$ cat src/rtl/fetch_pkg.sv
// Shared types and constants for the instruction-fetch stage.
package fetch_pkg;

    typedef enum logic [1:0] {START, FETCH, DROP, HOLD} fetch_state_t;

    localparam logic [31:0] NOP_INSTR        = 32'h0;
    localparam logic [31:0] DEFAULT_RESET_PC = 32'h0000_0000;
    localparam logic [31:0] DEFAULT_PC_INC   = 32'd4;

endpackage

$ cat src/rtl/fetch_hold_buf.sv
// One-entry {instr, pc_next} skid buffer; clear has priority over load.
module fetch_hold_buf (
    input  logic        clk,
    input  logic        reset,
    input  logic        load,
    input  logic        clear,
    input  logic [31:0] instr_in,
    input  logic [31:0] pc_next_in,
    output logic        valid,
    output logic [31:0] instr,
    output logic [31:0] pc_next
);

    always_ff @(posedge clk or posedge reset) begin
        if (reset) begin
            valid   <= 1'b0;
            instr   <= '0;
            pc_next <= '0;
        end else if (clear) begin
            valid <= 1'b0;
        end else if (load) begin
            valid   <= 1'b1;
            instr   <= instr_in;
            pc_next <= pc_next_in;
        end
    end

endmodule

$ cat src/rtl/fetch_unit.sv
// Instruction-fetch stage: owns the PC, handshakes with imem, absorbs stalls and redirects.
// Optional perf counters are built when FETCH_PERF_CNT_EN is defined.
module fetch_unit
    import fetch_pkg::*;
#(
    parameter logic [31:0] RESET_PC = DEFAULT_RESET_PC,
    parameter logic [31:0] PC_INC   = DEFAULT_PC_INC
) (
    input  logic        clk,
    input  logic        reset,
    input  logic        stall,
    input  logic        jump,
    input  logic [31:0] jump_target,
    input  logic        branch_taken,
    input  logic [31:0] branch_target,
    output logic        imem_req,
    output logic [31:0] imem_addr,
    input  logic        imem_ready,
    input  logic [31:0] imem_rdata,
    output logic [31:0] pc_next_out,
    output logic [31:0] instruction_out,
    output logic        fetch_valid
`ifdef FETCH_PERF_CNT_EN
    ,
    output logic [31:0] perf_fetched,
    output logic [31:0] perf_wait
`endif
);

    fetch_state_t state, state_nxt;
    logic [31:0]  pc, pc_nxt, pc_inc;
    logic [31:0]  pending, pending_nxt;
    logic         redir;
    logic [31:0]  tgt;
    logic         buf_load, buf_clear, buf_valid;
    logic [31:0]  buf_instr, buf_pc_next;

    assign imem_addr = pc;

    fetch_hold_buf u_hold_buf (
        .clk        (clk),
        .reset      (reset),
        .load       (buf_load),
        .clear      (buf_clear),
        .instr_in   (imem_rdata),
        .pc_next_in (pc_inc),
        .valid      (buf_valid),
        .instr      (buf_instr),
        .pc_next    (buf_pc_next)
    );

    always_ff @(posedge clk or posedge reset) begin
        if (reset) begin
            state   <= START;
            pc      <= RESET_PC;
            pending <= '0;
        end else begin
            state   <= state_nxt;
            pc      <= pc_nxt;
            pending <= pending_nxt;
        end
    end

    always_comb begin
        // NOTE: every output of this block gets a default first so no path can infer a latch.
        redir           = (jump | branch_taken) & ~stall;
        tgt             = jump ? jump_target : branch_target;
        pc_inc          = pc + PC_INC;
        state_nxt       = state;
        pc_nxt          = pc;
        pending_nxt     = pending;
        buf_load        = 1'b0;
        buf_clear       = 1'b0;
        imem_req        = 1'b0;
        instruction_out = NOP_INSTR;
        pc_next_out     = '0;
        fetch_valid     = 1'b0;

        case (state)
            START: state_nxt = FETCH;
            FETCH: begin
                imem_req = 1'b1;
                if (!imem_ready) begin
                    // The address must stay put until the in-flight response lands.
                    if (redir) begin
                        pending_nxt = tgt;
                        state_nxt   = DROP;
                    end
                end else if (redir) begin
                    pc_nxt = tgt;
                end else if (stall) begin
                    buf_load  = 1'b1;
                    pc_nxt    = pc_inc;
                    state_nxt = HOLD;
                end else begin
                    instruction_out = imem_rdata;
                    pc_next_out     = pc_inc;
                    fetch_valid     = 1'b1;
                    pc_nxt          = pc_inc;
                end
            end
            DROP: begin
                imem_req = 1'b1;
                if (redir) pending_nxt = tgt;
                if (imem_ready) begin
                    pc_nxt    = redir ? tgt : pending;
                    state_nxt = FETCH;
                end
            end
            HOLD: begin
                if (!stall) begin
                    buf_clear = 1'b1;
                    state_nxt = FETCH;
                    if (redir) begin
                        pc_nxt = tgt;
                    end else if (buf_valid) begin
                        instruction_out = buf_instr;
                        pc_next_out     = buf_pc_next;
                        fetch_valid     = 1'b1;
                    end
                end
            end
            default: state_nxt = START;
        endcase
    end

`ifdef FETCH_PERF_CNT_EN
    always_ff @(posedge clk or posedge reset) begin
        if (reset) begin
            perf_fetched <= '0;
            perf_wait    <= '0;
        end else begin
            if (fetch_valid)              perf_fetched <= perf_fetched + 32'd1;
            if (imem_req && !imem_ready)  perf_wait    <= perf_wait + 32'd1;
        end
    end
`endif

endmodule
$ cat config.mk
export PLATFORM = sky130hd
export DESIGN_NAME = fetch_unit
export DESIGN_NICKNAME = d
export VERILOG_FILES = /design/src/rtl/fetch_pkg.sv /design/src/rtl/fetch_hold_buf.sv /design/src/rtl/fetch_unit.sv
export SDC_FILE = /design/constraint.sdc
export NUM_CORES = 1
export LEC_CHECK = 0
export CAP_MARGIN = 20
export CORE_UTILIZATION = 53
export DETAILED_ROUTE_END_ITERATION = 12
export PLACE_DENSITY = 0.86
export SYNTH_ARGS = -nofsm -noshare
export SYNTH_HDL_FRONTEND = slang
export SYNTH_SLANG_ARGS = --single-unit
export TNS_END_PERCENT = 1
$ cat constraint.sdc
create_clock -name clk -period 6.54 [get_ports clk]
set_input_delay 1.308 -clock clk [delete_from_list [all_inputs] [get_ports clk]]
set_output_delay 1.308 -clock clk [all_outputs]
set_load 0.02 [all_outputs]
==> results.toml <==
[die]
coreArea_mm2 = 0.0139
io_pins = 200
dieArea_mm2 = 0.0147
die_h_um = 121
rows = 43
start_util_pct = 54.4
fp.dieW_um = 121

[status]
status = "completed"

[clock_network]
root_buffer = "clkbuf_16"
cts_buffers = 17
cts_buffer_depth = 2
post_cts_hold_buffer_count = 0
cts.sinks = 131
ctsResizeCount = 0
tritoncts = "built"
htree_levels = 4
clk_latency_ps = 420
clkSlewWorstSetupHoldPaths_ps = 60
post_cts_buffers = 0

[setup_path]
cp_slowest_stage_delay_ps = 1000
cp_num_buf_inv = 2
crit_fanout = 28
critPathArrivalTime_ps = 4050
cp-end-kind = "primary output"
cpLargestDelayFamily = "buffers and inverters"
cp_slowest_cell = "or4_1"
crit_path_cell_trace = "clkdlybuf4s50_1, or4_1, o21ai_0, clkdlybuf4s50_1"
required_ps = 5230
crit_path_frequent_cell = "clkdlybuf4s50_1"
start_kind = "input port"
path_class = "input port to primary output"

[synth]
synth_seq_area_share_pct = 43.4
ys.warnings.count = 0
ys_seq_elements = 131
async_flop_share_pct = 100
synth-main-ff-cell = "dfrtp_1"
yosysTopAreaCell = "dfrtp_1"
syn_avg_cell_area_um2 = 9.17
syn_inst = 823
syn_nets = 930
syn_area_mm2 = 0.00754
synth.area.top_cells = "dfrtp_1 43%, mux2_2 6.9%, nand2_1 4.4%"
synth.distinct_cells = 59
synth_edf_count = 0
synth_top_area_share_pct = 43.4

[global_routing]
grt_max_degree = 94
grt_pass1_vias = 6747
grt_overflow = 0
antenna_found_initial = 0
grt_pass1_wl_um = 35300
grtUsageTotal_pct = 31.2

[routing]
drc = 0
wl_um = 22700
ant_nets = 0
vias = 7424
wire_per_inst_um = 19.2
drtIter0Drc = 946
viasPerCell = 6.29
firstDrtPassIters = 5

[sta]
hold_violations = 0
setup_violations = 0
post-route-min-period_ps = 5360
fin_crit_sh_pct = 81.9
tightest_slew_ps = 1040
relSlewSlack_pct = 30.2
slew_viol_final = 0
max_freq_ghz = 0.187
fin_setup_tns_ps = 0
finClkSkew_ps = 8.39
holdWs_ps = 479
rsz0062_at_grt = "false"

[finish]
final_area_mm2 = 0.0102
num_antenna_cells = 0
layout_common_cells = "198 x clkdlybuf4s50_1, 131 x dfrtp_1, 89 x nand2_1"
fillCellCount = 1000
final_common_cell = "clkdlybuf4s50_1"
syn_to_final_growth_pct = 35.7
drive_gt1_share_pct = 10.5
nNetsFinal = 1094

[power]
p_leak_nw = 4.04
p_per_area_mw_per_mm2 = 430
peakVddDrop_v = 0.000246

[placement]
io_buffers = 199
placed_area_mm2 = 0.00960
hpwlAfterDp_um = 15500
gp_congestion = 0.868

[worst_hold_path]
hold_path.class = "register to register"

[flow_run]
max_cap_violations = 0
## metrics by stage
| step | total power [W] | std cells | setup WS, ps | utilization, % |
|---|---|---|---|---|
| 6_report | 0.00440 | 1180 | 1180 | 73.8 |
| 5_1_grt | 0.00463 | 1180 | 937 | 73.8 |
| 4_1_cts | 0.00436 | 1179 | 1220 | 73.6 |
| 3_5_place_dp | 0.00336 | 1147 | 1220 | 69.2 |
| 3_3_place_gp | 0.00329 | 1147 | 1350 | 69.2 |
| 2_1_floorplan | 0.00267 | 823 | 1730 | - |
## sequential cells by signal, summed over array words and instances, names as in the netlist
name	cells
imem_addr	32
u_hold_buf.instr	32
u_hold_buf.valid	1
u_hold_buf.pc_next	32
pending	32
state	2
## layout make-up
type	instances	area, um^2	share of cell area (%)
repair buffers	210	2090	20.4
multi-input cells	613	3980	38.9
clock buffers	20	457	4.46
well taps	180	225	2.20
inverters	14	55.1	0.538
flip-flops and latches	131	3280	32.0
clock inverters	12	156	1.53
## synthesized netlist by cell type (9+ instances only)
| master | instances |
|---|---|
| nand4_1 | 15 |
| mux2i_1 | 28 |
| clkbuf_1 | 39 |
| xor2_1 | 14 |
| inv_1 | 13 |
| a21oi_1 | 66 |
| dfrtp_1 | 131 |
| xnor2_1 | 14 |
| nand3_1 | 21 |
| nor3_1 | 30 |
| nor2_1 | 66 |
| o21ai_0 | 60 |
| a22o_1 | 36 |
| o22ai_1 | 23 |
| mux2_2 | 46 |
| buf_2 | 18 |
| nor3b_1 | 9 |
| and3_1 | 10 |
| nand2_1 | 89 |
## cell families (layout without fill, tap and decap cells)
family	count (synthesis)	in the layout	share of synthesized area, %
and+or+nand+nor	270	270	17.4
AOI/OAI and AO/OA	236	236	20.0
DFF	131	131	43.4
buffers and inverters	79	256	4.44
muxes	74	74	10.6
xor gates and xnor gates	28	28	3.25
adders and majority gates	5	5	0.829
## power by group
part | switching, W | internal, W | total (W)
logic | 0.00101 | 0.000795 | 0.00180
clock network | 0.000363 | 0.000619 | 0.000982
registers | 0.000407 | 0.00121 | 0.00162
total | 0.00178 | 0.00263 | 0.00440
## path summary, 6_finish.rpt
kind / startpoint / endpoint / slack, ps / cells after the start
hold reg to reg: u_hold_buf.pc_next[28] / u_hold_buf.pc_next[28] / 480 / 2
setup / recovery: stall / pc_next_out[21] / 1180 / 4
hold / removal: u_hold_buf.pc_next[28] / u_hold_buf.pc_next[28] / 480 / 2
min in group asynchronous: reset / u_hold_buf.pc_next[5] / 1480 / 2
setup reg to reg: state[0] / imem_addr[20] / 3580 / 8
max in group asynchronous: reset / pending[6] / 3800 / 3
## worst reg2reg max path, stage by stage, from the launching register on
cell and delay (ps):
dfrtp_1 440, inv_1 130, ha_1 260, buf_4 270, o21bai_1 250, nand4_1 640, a21oi_1 480, a21oi_1 150
o211a_1 230
## per-layer routing
layer  vias up  track usage, %  share of wire [%]
li1       3345               -                  -
met1      3532            43.2                 41
met2       476            47.6                 46
met3        71            5.73                9.5
met4         0            14.0                3.2
met5         -               0                  0
No activity file was read; power rests on OpenSTA's default activity.
